$ cat config.mk
export PLATFORM = sky130hd
export DESIGN_NAME = multicycle_control
export DESIGN_NICKNAME = d
export VERILOG_FILES = /design/src/rtl/multicycle_control_pkg.sv /design/src/rtl/multicycle_control_output_decode.sv /design/src/rtl/multicycle_control.sv
export SDC_FILE = /design/constraint.sdc
export NUM_CORES = 1
export LEC_CHECK = 0
export ABC_AREA = 0
export CAP_MARGIN = 20
export CELL_PAD_IN_SITES_DETAIL_PLACEMENT = 0
export CELL_PAD_IN_SITES_GLOBAL_PLACEMENT = 1
export CORE_MARGIN = 2
export CORE_UTILIZATION = 23
export DETAILED_ROUTE_END_ITERATION = 8
export PLACE_DENSITY = 0.77
export SLEW_MARGIN = 25
export SYNTH_ARGS = -nofsm -noshare
export SYNTH_HDL_FRONTEND = slang
export SYNTH_SLANG_ARGS = --single-unit
$ cat constraint.sdc
create_clock -name clock -period 1.6 [get_ports clock]
set_input_delay 0.32 -clock clock [delete_from_list [all_inputs] [get_ports clock]]
set_output_delay 0.32 -clock clock [all_outputs]
set_load 0.03 [all_outputs]
$ cat src/rtl/multicycle_control_pkg.sv
// Shared encodings for the multicycle MIPS control FSM: state codes,
// opcode/funct values and the mux-select codes driven onto the datapath.
package multicycle_control_pkg;

  typedef enum logic [3:0] {
    S_IDLE    = 4'd0,
    S_FETCH   = 4'd1,
    S_DECODE  = 4'd2,
    S_MEMADR  = 4'd3,
    S_MEMRD   = 4'd4,
    S_MEMWB   = 4'd5,
    S_MEMWR   = 4'd6,
    S_REX     = 4'd7,
    S_RWB     = 4'd8,
    S_BRANCH  = 4'd9,
    S_JUMP    = 4'd10,
    S_IEX     = 4'd11,
    S_IWB     = 4'd12,
    S_JR      = 4'd13,
    S_SYSCALL = 4'd14
  } state_t;

  localparam logic [5:0] OP_RTYPE = 6'h00;
  localparam logic [5:0] OP_J     = 6'h02;
  localparam logic [5:0] OP_JAL   = 6'h03;
  localparam logic [5:0] OP_BEQ   = 6'h04;
  localparam logic [5:0] OP_ADDI  = 6'h08;
  localparam logic [5:0] OP_LW    = 6'h23;
  localparam logic [5:0] OP_SW    = 6'h2B;

  localparam logic [5:0] FN_JR      = 6'h08;
  localparam logic [5:0] FN_SYSCALL = 6'h0C;

  localparam logic [1:0] ALU_ADD   = 2'd0;
  localparam logic [1:0] ALU_SUB   = 2'd1;
  localparam logic [1:0] ALU_FUNCT = 2'd2;

  localparam logic [1:0] SRCB_REG  = 2'd0;  // B register
  localparam logic [1:0] SRCB_FOUR = 2'd1;  // PC increment
  localparam logic [1:0] SRCB_IMM  = 2'd2;  // sign-extended immediate
  localparam logic [1:0] SRCB_BOFF = 2'd3;  // sign-extended immediate << 2

  localparam logic [1:0] PCSRC_ALU    = 2'd0;
  localparam logic [1:0] PCSRC_ALUOUT = 2'd1;
  localparam logic [1:0] PCSRC_JUMP   = 2'd2;
  localparam logic [1:0] PCSRC_REG    = 2'd3;

  // Opcodes this core implements; anything else traps as illegal in DECODE.
  function automatic logic op_legal(input logic [5:0] op);
    return op inside {OP_RTYPE, OP_J, OP_JAL, OP_BEQ, OP_ADDI, OP_LW, OP_SW};
  endfunction

endpackage

$ cat src/rtl/multicycle_control_output_decode.sv
// mc_output_decode: combinational control-word decode for the multicycle FSM.
// Inputs : state (current FSM state), opcode (IR[31:26]), mem_ready.
// Outputs: datapath enables and mux selects. All Moore on state except the
//          FETCH ir_write/pc_write, which follow mem_ready.
module mc_output_decode
  import multicycle_control_pkg::*;
(
  input  state_t      state,
  input  logic [5:0]  opcode,
  input  logic        mem_ready,
  output logic        pc_write,
  output logic        pc_write_cond,
  output logic        ir_write,
  output logic        reg_write,
  output logic        mem_read,
  output logic        mem_write,
  output logic        i_or_d,
  output logic        reg_dst,
  output logic        mem_to_reg,
  output logic        jal_link,
  output logic        alu_src_a,
  output logic [1:0]  alu_src_b,
  output logic [1:0]  alu_op,
  output logic [1:0]  pc_source,
  output logic        syscall_req,
  output logic        illegal_op
);

  always_comb begin
    pc_write      = 1'b0;
    pc_write_cond = 1'b0;
    ir_write      = 1'b0;
    reg_write     = 1'b0;
    mem_read      = 1'b0;
    mem_write     = 1'b0;
    i_or_d        = 1'b0;
    reg_dst       = 1'b0;
    mem_to_reg    = 1'b0;
    jal_link      = 1'b0;
    alu_src_a     = 1'b0;
    alu_src_b     = SRCB_REG;
    alu_op        = ALU_ADD;
    pc_source     = PCSRC_ALU;
    syscall_req   = 1'b0;
    illegal_op    = 1'b0;
    case (state)
      S_FETCH: begin
        mem_read  = 1'b1;
        alu_src_b = SRCB_FOUR;
        // IR and PC only commit on the cycle the fetch completes.
        ir_write  = mem_ready;
        pc_write  = mem_ready;
      end
      S_DECODE: begin
        // Speculative branch target into ALUOut.
        alu_src_b  = SRCB_BOFF;
        illegal_op = !op_legal(opcode);
      end
      S_MEMADR: begin
        alu_src_a = 1'b1;
        alu_src_b = SRCB_IMM;
      end
      S_MEMRD: begin
        mem_read = 1'b1;
        i_or_d   = 1'b1;
      end
      S_MEMWB: begin
        reg_write  = 1'b1;
        mem_to_reg = 1'b1;
      end
      S_MEMWR: begin
        mem_write = 1'b1;
        i_or_d    = 1'b1;
      end
      S_REX: begin
        alu_src_a = 1'b1;
        alu_op    = ALU_FUNCT;
      end
      S_RWB: begin
        reg_write = 1'b1;
        reg_dst   = 1'b1;
      end
      S_IEX: begin
        alu_src_a = 1'b1;
        alu_src_b = SRCB_IMM;
      end
      S_IWB: reg_write = 1'b1;
      S_BRANCH: begin
        alu_src_a     = 1'b1;
        alu_op        = ALU_SUB;
        pc_write_cond = 1'b1;
        pc_source     = PCSRC_ALUOUT;
      end
      S_JUMP: begin
        pc_write  = 1'b1;
        pc_source = PCSRC_JUMP;
        if (opcode == OP_JAL) begin
          reg_write = 1'b1;
          jal_link  = 1'b1;
        end
      end
      S_JR: begin
        pc_write  = 1'b1;
        pc_source = PCSRC_REG;
      end
      S_SYSCALL: syscall_req = 1'b1;
      default: ;  // IDLE and the unused code 15: everything off
    endcase
  end

endmodule

$ cat src/rtl/multicycle_control.sv
// multicycle_control: sequencing FSM for the multicycle MIPS core.
// Inputs : clock, reset (async, active-high), opcode/funct from IR, ALU zero,
//          mem_ready (memory access completes), syscall_done.
// Outputs: datapath enables/selects (via mc_output_decode), syscall_req,
//          illegal_op pulse, and the raw state for debug.
module multicycle_control
  import multicycle_control_pkg::*;
(
  input  logic        clock,
  input  logic        reset,
  input  logic [5:0]  opcode,
  input  logic [5:0]  funct,
  input  logic        zero,
  input  logic        mem_ready,
  input  logic        syscall_done,
  output logic        pc_write,
  output logic        pc_write_cond,
  output logic        ir_write,
  output logic        reg_write,
  output logic        mem_read,
  output logic        mem_write,
  output logic        i_or_d,
  output logic        reg_dst,
  output logic        mem_to_reg,
  output logic        jal_link,
  output logic        alu_src_a,
  output logic [1:0]  alu_src_b,
  output logic [1:0]  alu_op,
  output logic [1:0]  pc_source,
  output logic        syscall_req,
  output logic        illegal_op,
  output logic [3:0]  state
);

  state_t cur, nxt;

  // Branch resolution happens in the datapath through pc_write_cond & zero,
  // so the FSM itself never looks at the flag.
  logic unused_zero;
  assign unused_zero = zero;

  always_ff @(posedge clock or posedge reset) begin
    if (reset) cur <= S_IDLE;
    else       cur <= nxt;
  end

  always_comb begin
    nxt = S_FETCH;
    case (cur)
      S_IDLE:   nxt = S_FETCH;
      S_FETCH:  nxt = mem_ready ? S_DECODE : S_FETCH;
      S_DECODE: begin
        case (opcode)
          OP_LW, OP_SW: nxt = S_MEMADR;
          OP_RTYPE: begin
            if      (funct == FN_JR)      nxt = S_JR;
            else if (funct == FN_SYSCALL) nxt = S_SYSCALL;
            else                          nxt = S_REX;
          end
          OP_BEQ:       nxt = S_BRANCH;
          OP_ADDI:      nxt = S_IEX;
          OP_J, OP_JAL: nxt = S_JUMP;
          default:      nxt = S_FETCH;  // illegal: trap pulse, refetch
        endcase
      end
      S_MEMADR:  nxt = (opcode == OP_LW) ? S_MEMRD : S_MEMWR;
      S_MEMRD:   nxt = mem_ready ? S_MEMWB : S_MEMRD;
      S_MEMWR:   nxt = mem_ready ? S_FETCH : S_MEMWR;
      S_REX:     nxt = S_RWB;
      S_IEX:     nxt = S_IWB;
      S_SYSCALL: nxt = syscall_done ? S_FETCH : S_SYSCALL;
      default:   nxt = S_FETCH;  // single-cycle terminal states and code 15
    endcase
  end

  assign state = cur;

  mc_output_decode u_dec (
    .state         (cur),
    .opcode        (opcode),
    .mem_ready     (mem_ready),
    .pc_write      (pc_write),
    .pc_write_cond (pc_write_cond),
    .ir_write      (ir_write),
    .reg_write     (reg_write),
    .mem_read      (mem_read),
    .mem_write     (mem_write),
    .i_or_d        (i_or_d),
    .reg_dst       (reg_dst),
    .mem_to_reg    (mem_to_reg),
    .jal_link      (jal_link),
    .alu_src_a     (alu_src_a),
    .alu_src_b     (alu_src_b),
    .alu_op        (alu_op),
    .pc_source     (pc_source),
    .syscall_req   (syscall_req),
    .illegal_op    (illegal_op)
  );

endmodule

# After elaboration in Yosys (flattened, before gate mapping)

Index checks and enable logic that the tools add are counted.

Register bits: 4
Output and inout port bits: 23
Logic and storage cells: 60

Equality and inequality tests: 22
Mux-type cells: 26
Reduce and logical (&&, ||, !) cells: 11

Operators with widths:

| cell                                                                  | number |
|---|---|
| 4-bit one-hot mux with 8 select lines                                 | 1 |
| 4-bit equality test, second input constant                            | 7 |
| 4-bit one-hot mux with 5 select lines                                 | 1 |
| 6-bit by 4-bit equality test with 1-bit output, second input constant | 3 |
| 4-bit by 3-bit equality test with 1-bit output, second input constant | 4 |
| 1-bit 2-to-1 mux                                                      | 13 |
| 6-bit by 2-bit equality test with 1-bit output, second input constant | 2 |
| 6-bit equality test, second input constant                            | 2 |
| 4-bit 2-to-1 mux                                                      | 3 |
| 2-bit one-hot mux with 3 select lines                                 | 2 |
| 2-bit OR reduction                                                    | 6 |
| 4-bit by 2-bit equality test with 1-bit output, second input constant | 2 |
| 7-bit nonzero test                                                    | 1 |
| 6-bit by 3-bit equality test with 1-bit output, second input constant | 1 |
| 6-bit zero test                                                       | 1 |
| 4-bit by 1-bit equality test with 1-bit output, second input constant | 1 |
| 2-bit 2-to-1 mux                                                      | 2 |
| 1-bit one-hot mux with 2 select lines                                 | 2 |
| 2-bit one-hot mux with 2 select lines                                 | 1 |
| 4-bit OR reduction                                                    | 1 |
| 3-bit 2-to-1 mux                                                      | 1 |
| 3-bit OR reduction                                                    | 1 |
| 1-bit zero test                                                       | 1 |

# Longest topological paths before layout

Word-level depth: 5
Mapped depth: 5

# Cells and area by module

A second synthesis with hierarchy kept.

Cell total of the unflattened synthesis: 91
Area, all modules: 675.6 sq um

Modules (own cells, without submodules):

| module             | times used | cells each | area an instance (sq um) | seq. area each (sq um) |
|---|---|---|---|---|
| multicycle_control | 1          | 49         | 405.4                    | 100.1 |
| mc_output_decode   | 1          | 42         | 270.3                    | 0.0 |

# Worst setup path before layout

OpenSTA, ideal clock, no wires.

Kind: register -> output
Start point: register cur[1], in the netlist state[1]
End point: output jal_link
Data arrival time: 1.917 ns
Required time: 1.280 ns
Setup slack: -0.637 ns
Stages on the path, launching flop included: 4
Path buffers: 1
Cells stage by stage: dfrtp_1 -> clkbuf_1 -> nand2b_1 -> nor4_1

Cells in the longest elaborated chain, start to end: 2

Ends and longest elaborated chain:

| what                   | line                                   | text |
|---|---|---|
| start, declared        | multicycle_control.sv:35               | `state_t cur, nxt;` |
| start signal, assigned | multicycle_control.sv:44               | `else cur <= nxt;` |
| 4-bit equality test    | multicycle_control_output_decode.sv:46 | `case (state)` |
| 1-bit 2-to-1 mux       | multicycle_control_output_decode.sv:46 |  |
| end, declared          | multicycle_control.sv:25               | `output logic jal_link,` |

No other way between the ends.

# Worst setup path after layout

Start point: register cur[0], in the netlist state[0]
End point: output jal_link

The elaborated chain is that of the path after synthesis.

==> metrics.txt <==
# TYPE chip_impl_metric gauge
chip_impl_metric{name="detailroute.via_count",unit=""} 1022
chip_impl_metric{name="routabilityCongestion",unit=""} 0.748
chip_impl_metric{name="final-hold-violation-count",unit=""} 0
chip_impl_metric{name="synth-edff-count",unit=""} 0
chip_impl_metric{name="final_layout_size_suffix_gt1_share",unit="%"} 61.6
chip_impl_info{name="path_delay_family",value="simple AND/OR/NAND/NOR gates"} 1
chip_impl_metric{name="final_util",unit="%"} 59.8
chip_impl_metric{name="max_stage_delay",unit="ns"} 0.42
chip_impl_metric{name="worst_setup_hold_path_clk_slew",unit="ns"} 0.04
chip_impl_metric{name="post_synthesis_mux_area_share",unit="%"} 1.59
chip_impl_metric{name="clock_latency",unit="ns"} 0.24
chip_impl_metric{name="yosys.area_share.xor_xnor",unit="%"} 2.78
chip_impl_metric{name="power_switching",unit="mW"} 1.06
chip_impl_metric{name="std_cell_rows",unit=""} 18
chip_impl_info{name="clock_tree.root_cell",value="sky130_fd_sc_hd__clkbuf_4"} 1
chip_impl_metric{name="comb_power_share",unit="%"} 84.2
chip_impl_metric{name="synth_seq_area_share",unit="%"} 15.9
chip_impl_info{name="hold_path.class",value="input port to asynchronous set/reset pin"} 1
chip_impl_metric{name="overflow",unit=""} 0
chip_impl_metric{name="core",unit="um2"} 2540
chip_impl_metric{name="fmaxAchievable",unit="MHz"} 589
chip_impl_metric{name="die_x",unit="um"} 56.4
chip_impl_metric{name="area_delta_synth_final",unit="%"} 141
chip_impl_info{name="violations",value="setup timing"} 1
chip_impl_metric{name="required_time_of_the_critical_path",unit="ns"} 1.28
chip_impl_metric{name="grt_pass1_vias",unit=""} 953
chip_impl_info{name="crit-reg2reg-capture",value="state[1]$_DFF_PP0_"} 1
chip_impl_metric{name="clockBufferDepth",unit=""} 2
chip_impl_metric{name="report.final.slew_viol_count",unit=""} 0
chip_impl_metric{name="post_synthesis_simple_gate_area_fraction",unit="%"} 43.7
chip_impl_metric{name="io_buffer_count",unit=""} 38
chip_impl_metric{name="netlist_area",unit="um2"} 631
chip_impl_metric{name="p_int",unit="mW"} 1.09
chip_impl_metric{name="irDropWorstVdd",unit="mV"} 1.10
chip_impl_metric{name="via_per_inst",unit=""} 5.06
chip_impl_metric{name="path_max_fanout",unit=""} 5
chip_impl_metric{name="wire_length_of_the_first_global_routing_pass",unit="um"} 4260
chip_impl_metric{name="holdBufCountCts",unit=""} 0
chip_impl_metric{name="share_clk_of_total_power",unit="%"} 5.9
chip_impl_metric{name="syn-instance-count",unit=""} 99
chip_impl_metric{name="synth-seq-cells",unit=""} 4
chip_impl_metric{name="io-pin-count",unit=""} 40
chip_impl_info{name="combinational_family_with_the_most_area_after_synthesis",value="simple AND/OR/NAND/NOR gates"} 1
chip_impl_info{name="outcome",value="finished with violations"} 1
chip_impl_metric{name="final.fill_count",unit=""} 247
chip_impl_metric{name="post_drt_wl_per_cell",unit="um"} 13.1
chip_impl_metric{name="synthDistinctLibCells",unit=""} 36
chip_impl_metric{name="power.share.sequential",unit="%"} 9.9
chip_impl_metric{name="chip_height",unit="um"} 56.4
chip_impl_metric{name="crit_share_post_route",unit="%"} 106
chip_impl_metric{name="nNetsFinal",unit=""} 191
chip_impl_metric{name="max_slew.worst_pin.slew",unit="ns"} 0.317
chip_impl_info{name="reg2reg_from",value="state[3]$_DFF_PP0_"} 1
chip_impl_metric{name="synth-compound-area-share",unit="%"} 30.0
chip_impl_metric{name="antenna_cells_inserted",unit=""} 0
chip_impl_metric{name="global_route.usage.total",unit="%"} 16.9
chip_impl_info{name="worst_setup_path_end_kind",value="output port"} 1
chip_impl_metric{name="numCtsBuffers",unit=""} 3
chip_impl_metric{name="slew_headroom",unit="%"} 78.9
chip_impl_metric{name="dpl.cell_count",unit=""} 182
chip_impl_metric{name="period_minus_slack",unit="ns"} 1.70
chip_impl_metric{name="post-dp-hpwl",unit="um"} 1900
chip_impl_info{name="timing.critical_path.slowest_stage_cell",value="sky130_fd_sc_hd__dfrtp_2"} 1
chip_impl_metric{name="drt_pass_1_iters",unit=""} 4
chip_impl_metric{name="finalWirelength",unit="um"} 2650
chip_impl_metric{name="pwr_density_cell",unit="nW/um2"} 1410
chip_impl_info{name="cts_tree",value="done"} 1
chip_impl_metric{name="power.leakage",unit="nW"} 0.669
chip_impl_metric{name="floorplan.die_area",unit="um2"} 3180
chip_impl_metric{name="largest_reg_flops",unit=""} 4
chip_impl_metric{name="max-cap-violations",unit=""} 0
chip_impl_metric{name="reg2reg_slack",unit="ns"} 0.06
chip_impl_metric{name="netSwitchingFraction",unit="%"} 49.4
chip_impl_metric{name="antenna_found_initial",unit=""} 0
chip_impl_metric{name="worst_r2r_path_depth",unit=""} 5
chip_impl_metric{name="clock_sink_count",unit=""} 4
chip_impl_metric{name="synth_fa_ha_area_share",unit="%"} 0
chip_impl_metric{name="critical_path_arrival",unit="ns"} 1.38
chip_impl_metric{name="setup_slack",unit="ns"} -0.0969
chip_impl_metric{name="maximum_number_of_pins_on_one_net_before_global_route_repair",unit=""} 9
chip_impl_info{name="timing.setup.critical_path_class",value="register to output port"} 1
chip_impl_metric{name="crit_buf_inv",unit=""} 2
chip_impl_metric{name="fin_total_pwr",unit="mW"} 2.15
chip_impl_info{name="unrepaired_setup_endpoints_after_global_routing",value="true"} 1
chip_impl_metric{name="avgSynthCellArea",unit="um2"} 6.37
chip_impl_metric{name="finClkSkew",unit="ns"} 0.00502
chip_impl_metric{name="hold_ws",unit="ns"} 0.258
chip_impl_metric{name="initial_util",unit="%"} 24.8
chip_impl_metric{name="report.final.setup_viol",unit=""} 8
chip_impl_info{name="startpoint_type",value="register"} 1
chip_impl_info{name="dominantRegCellSynth",value="sky130_fd_sc_hd__dfrtp_1"} 1
chip_impl_metric{name="synth.yosys.warnings",unit=""} 0
chip_impl_info{name="cp_cell_sequence",value="nand2b_4, buf_6, nor4_4, buf_6"} 1
chip_impl_info{name="timing.critical_path.mode_cell",value="sky130_fd_sc_hd__buf_6"} 1
chip_impl_metric{name="postSynthNetCount",unit=""} 116
chip_impl_metric{name="async_flop_share",unit="%"} 100
chip_impl_metric{name="detail_route.iter0.violations",unit=""} 25
chip_impl_metric{name="cts_htree_levels",unit=""} 1
chip_impl_metric{name="antenna_violating_nets_post_route",unit=""} 0
chip_impl_metric{name="post_layout_nonfiller_instances",unit=""} 202
chip_impl_metric{name="detail_route.drc_violations",unit=""} 0
chip_impl_metric{name="placement.setup.worst_slack",unit="ns"} -0.508
==> cell type report <==
type                       count  area [um2]  share of cell area, %
multi-input combinational     86         677                   44.5
tap                           30        37.5                   2.47
timing repair buffer          76         664                   43.6
inverter                       3        16.3                   1.07
clock buffer                   3        22.5                   1.48
sequential                     4         105                   6.90
==> cell usage after synthesis, types with 2 or more instances <==
cell type                  count  area, um2
sky130_fd_sc_hd__clkbuf_1      4       15.0
sky130_fd_sc_hd__a221o_1       2       20.0
sky130_fd_sc_hd__a21oi_1       3       15.0
sky130_fd_sc_hd__a21boi_0      2       15.0
sky130_fd_sc_hd__a22o_1        2       17.5
sky130_fd_sc_hd__o22ai_1       2       12.5
sky130_fd_sc_hd__nor3_1        5       25.0
sky130_fd_sc_hd__a22oi_1       2       15.0
sky130_fd_sc_hd__o21ai_0       5       25.0
sky130_fd_sc_hd__dfrtp_1       4        100
sky130_fd_sc_hd__nand3_1       3       15.0
sky130_fd_sc_hd__nor2_1       21       78.8
sky130_fd_sc_hd__inv_1         3       11.3
sky130_fd_sc_hd__nand4_1       2       12.5
sky130_fd_sc_hd__nand2b_1      6       37.5
sky130_fd_sc_hd__nand2_1       8       30.0
sky130_fd_sc_hd__o211ai_1      2       15.0
sky130_fd_sc_hd__and2_1        2       12.5
sky130_fd_sc_hd__nor2b_1       4       25.0
==> through the flow <==
| stage | instance area, um2 | TNS [ns] |
|---|---|---|
| final | 1520 | -0.421 |
| after global routing | 1520 | -1.09 |
| after CTS | 1410 | -0.569 |
| after detailed placement | 1230 | -2.89 |
| after global placement | 1230 | -2.36 |
| after floorplan | 751 | -0.0629 |
==> per-layer routing <==
layer,up-vias,track usage [%],routed length [um]
met5,-,0,0
met4,0,5.44,29
met3,4,3.69,135
met2,34,30.8,1430
met1,477,19.4,1060
li1,507,-,-
==> cells by family after synthesis <==
logic type | after synthesis
multiplexers | 1
flip-flops | 4
AO/OA/AOI/OAI | 27
AND/OR/NAND/NOR | 56
XOR/XNOR | 2
buffers and inverters | 9
==> how the worst max path moves through the flow <==
stage,depth (start not counted),slack (ns),start,end
floorplan,3,-0.06,state[1]$_DFF_PP0_,jal_link
global placement,6,-0.44,opcode[3],reg_write
detailed placement,6,-0.51,opcode[3],reg_write
CTS,4,-0.13,state[0]$_DFF_PP0_,jal_link
global route,6,-0.17,opcode[4],jal_link
finish,4,-0.1,state[0]$_DFF_PP0_,jal_link
==> cell usage in the layout (no fill, tap or decap), types with 2 or more instances in the layout <==
master / netlist / final
sky130_fd_sc_hd__a21boi_2: 0 / 2
sky130_fd_sc_hd__a21oi_1: 3 / 2
sky130_fd_sc_hd__a221o_1: 2 / 2
sky130_fd_sc_hd__a22o_1: 2 / 2
sky130_fd_sc_hd__a22oi_1: 2 / 2
sky130_fd_sc_hd__and2_1: 2 / 2
sky130_fd_sc_hd__buf_2: 1 / 3
sky130_fd_sc_hd__buf_4: 1 / 41
sky130_fd_sc_hd__buf_6: 0 / 17
sky130_fd_sc_hd__clkbuf_4: 0 / 3
sky130_fd_sc_hd__clkdlybuf4s50_1: 0 / 8
sky130_fd_sc_hd__dfrtp_2: 0 / 4
sky130_fd_sc_hd__dlygate4sd2_1: 0 / 4
sky130_fd_sc_hd__nand2_1: 8 / 5
sky130_fd_sc_hd__nand2_2: 0 / 3
sky130_fd_sc_hd__nand2b_1: 6 / 3
sky130_fd_sc_hd__nand2b_4: 0 / 3
sky130_fd_sc_hd__nand3_1: 3 / 2
sky130_fd_sc_hd__nand4_1: 2 / 2
sky130_fd_sc_hd__nor2_1: 21 / 8
sky130_fd_sc_hd__nor2_2: 0 / 9
sky130_fd_sc_hd__nor2_4: 0 / 4
sky130_fd_sc_hd__nor2b_1: 4 / 2
sky130_fd_sc_hd__nor2b_4: 0 / 2
sky130_fd_sc_hd__nor3_2: 0 / 3
sky130_fd_sc_hd__nor3_4: 0 / 2
sky130_fd_sc_hd__o211ai_1: 2 / 2
sky130_fd_sc_hd__o21ai_0: 5 / 5
==> power by group through the flow <==
stage               registers, mW  logic [mW]  clock network [mW]
floorplan                   0.255       0.894                   0
global placement            0.240        1.39                   0
detailed placement          0.240        1.40                   0
CTS                         0.222        1.65               0.133
global route                0.220        1.93               0.144
finish                      0.212        1.81               0.127
==> what timing repair did <==
item	in CTS	in global routing
setup endpoints to repair	17	18
resized for setup	47	15
buffers inserted	10	7
hold endpoints to repair	0	0
pin swaps	6	1
==> worst register-to-register path, stage by stage (launching register included) <==
cell and delay (ns):
sky130_fd_sc_hd__dfrtp_2 0.48, sky130_fd_sc_hd__buf_6 0.15, sky130_fd_sc_hd__buf_4 0.15, sky130_fd_sc_hd__mux2i_1 0.11
sky130_fd_sc_hd__and2_1 0.19, sky130_fd_sc_hd__a221o_1 0.36
Note: power is estimated with default switching activity, not from simulation.
==> edit, RTL diff (same flow settings) <==
Make the reset (`reset`) synchronous in one clocked block. Comments in the files are not updated.
--- a/src/rtl/multicycle_control.sv
+++ b/src/rtl/multicycle_control.sv
@@ -41,3 +41,3 @@
 
-  always_ff @(posedge clock or posedge reset) begin
+  always_ff @(posedge clock) begin
     if (reset) cur <= S_IDLE;
Function: differs if reset is asserted again (counterexample within 4 cycles, from zero or initial values and one cycle with reset high); with reset held inactive, the same outputs for 10 cycles.
==> edit against the original RTL <==
The flow still finishes with violations (negative setup slack); cell area is 2.5% lower; final cell count is 0.50% higher; setup slack better by 43 ps; largest cell class unchanged; wire length is 6.1% lower; synthesized cell count is 2.0% higher; sequential cell count stayed put; area after synthesis is 0.20% lower; non-clock buffer count is 1 lower.
Power is left out: it rests on default switching activity, and per cell area and clock period it moved more than threefold.
==> edit: results (changes against the original RTL) <==
{
  "outcome": "finished, violations left",
  "violations": "negative setup slack",
  "slew_headroom": {"value": 0.7538, "change": "-0.03521"},
  "grt.met2_usage": {"value": 0.2773, "change": "-0.03025"},
  "hold-worst-slack": {"value": 666.3, "unit": "ps", "change": "+408.4 ps"},
  "gp_congestion": {"value": 0.8490, "change": "+13%"},
  "syn_nets": {"value": 118, "change": "+1.7%"},
  "synth-main-ff-cell": "sky130_fd_sc_hd__dfxtp_1",
  "yosys-top-cells-count": "sky130_fd_sc_hd__nor2_1 (20), sky130_fd_sc_hd__nand2_1 (12), sky130_fd_sc_hd__a21oi_1 (8)",
  "r2r_slack": {"value": 180, "unit": "ps", "change": "+120 ps"},
  "worstSetupStartpoint": "state[2]$_SDFF_PP0_",
  "cell_types_occupying_the_most_area_after_synthesis": "sky130_fd_sc_hd__dfxtp_1 (13%), sky130_fd_sc_hd__nor2_1 (12%), sky130_fd_sc_hd__nand2_1 (7.2%)",
  "met3_track_demand_over_resource_in_global_routing": {"value": 0.01152, "change": "-0.02535"},
  "setup_viol_count_final": {"value": 3, "change": "-5"},
  "global_route.usage.met1": {"value": 0.2014, "change": "+0.006944"},
  "placement_stage_worst_setup_slack": {"value": -468.1, "unit": "ps", "change": "+39.83 ps"},
  "fin_ws": {"value": -53.57, "unit": "ps", "change": "+43.36 ps"},
  "postCtsResizedCells": {"value": 56, "change": "+19%"},
  "worstPathMaxFanout": {"value": 7, "change": "+2"},
  "groute.usage.overall": {"value": 0.1586, "change": "-0.01048"},
  "worst_reg2reg_path_length_in_cells": {"value": 6, "change": "+1"},
  "stdcell_count": {"value": 203, "change": "+0.50%"},
  "first_global_vias": {"value": 945, "change": "-0.84%"},
  "detailedRoute.firstIterationViolations": {"value": 15, "change": "-40%"},
  "crit_path_max_incr_delay": {"value": 370, "unit": "ps", "change": "-50 ps"},
  "met1_length": {"value": 1067, "unit": "um", "change": "+0.85%"},
  "r2r_start": "state[1]$_SDFF_PP0_",
  "maxUsedRoutingLayer": "met3",
  "crit_slowest_cell": "sky130_fd_sc_hd__dfxtp_4",
  "worst_r2r_endpoint": "state[1]$_SDFF_PP0_",
  "timing.critical_path.to": "pc_write",
  "synth.lib_cells_used.distinct": {"value": 35, "change": "-2.8%"},
  "async_reset_ff_frac": {"value": 0, "change": "-1.000"},
  "hold_path.class": "input port to flop",
  "synthCells": {"value": 101, "change": "+2.0%"}
}
-- edit: changes by cell type after synthesis, moves of 3 or more --
cell	before	now
sky130_fd_sc_hd__nand2_1	8	12
sky130_fd_sc_hd__nor3_1	5	2
sky130_fd_sc_hd__nor2b_1	4	0
sky130_fd_sc_hd__dfxtp_1	0	4
sky130_fd_sc_hd__dfrtp_1	4	0
sky130_fd_sc_hd__a21oi_1	3	8
-- edit: layout make-up --
| type | instances | area (um2) |
|---|---|---|
| timing repair buffer | 75 | 616.8 |
| sequential | 4 | 95.09 |
| inverter | 4 | 20.02 |
| multi-input combinational | 87 | 691.9 |
| fill | 239 | 1061 |
| tap | 30 | 37.54 |
| clock buffer | 3 | 22.52 |
-- edit: cells by family (layout without fill, tap and decap cells) --
family          after synthesis  after routing  share of synthesized area
compound gates               29             29                     0.3300
flops                         4              4                     0.1272
buf+inv                      10             82                    0.07951
simple gates                 58             58                     0.4632
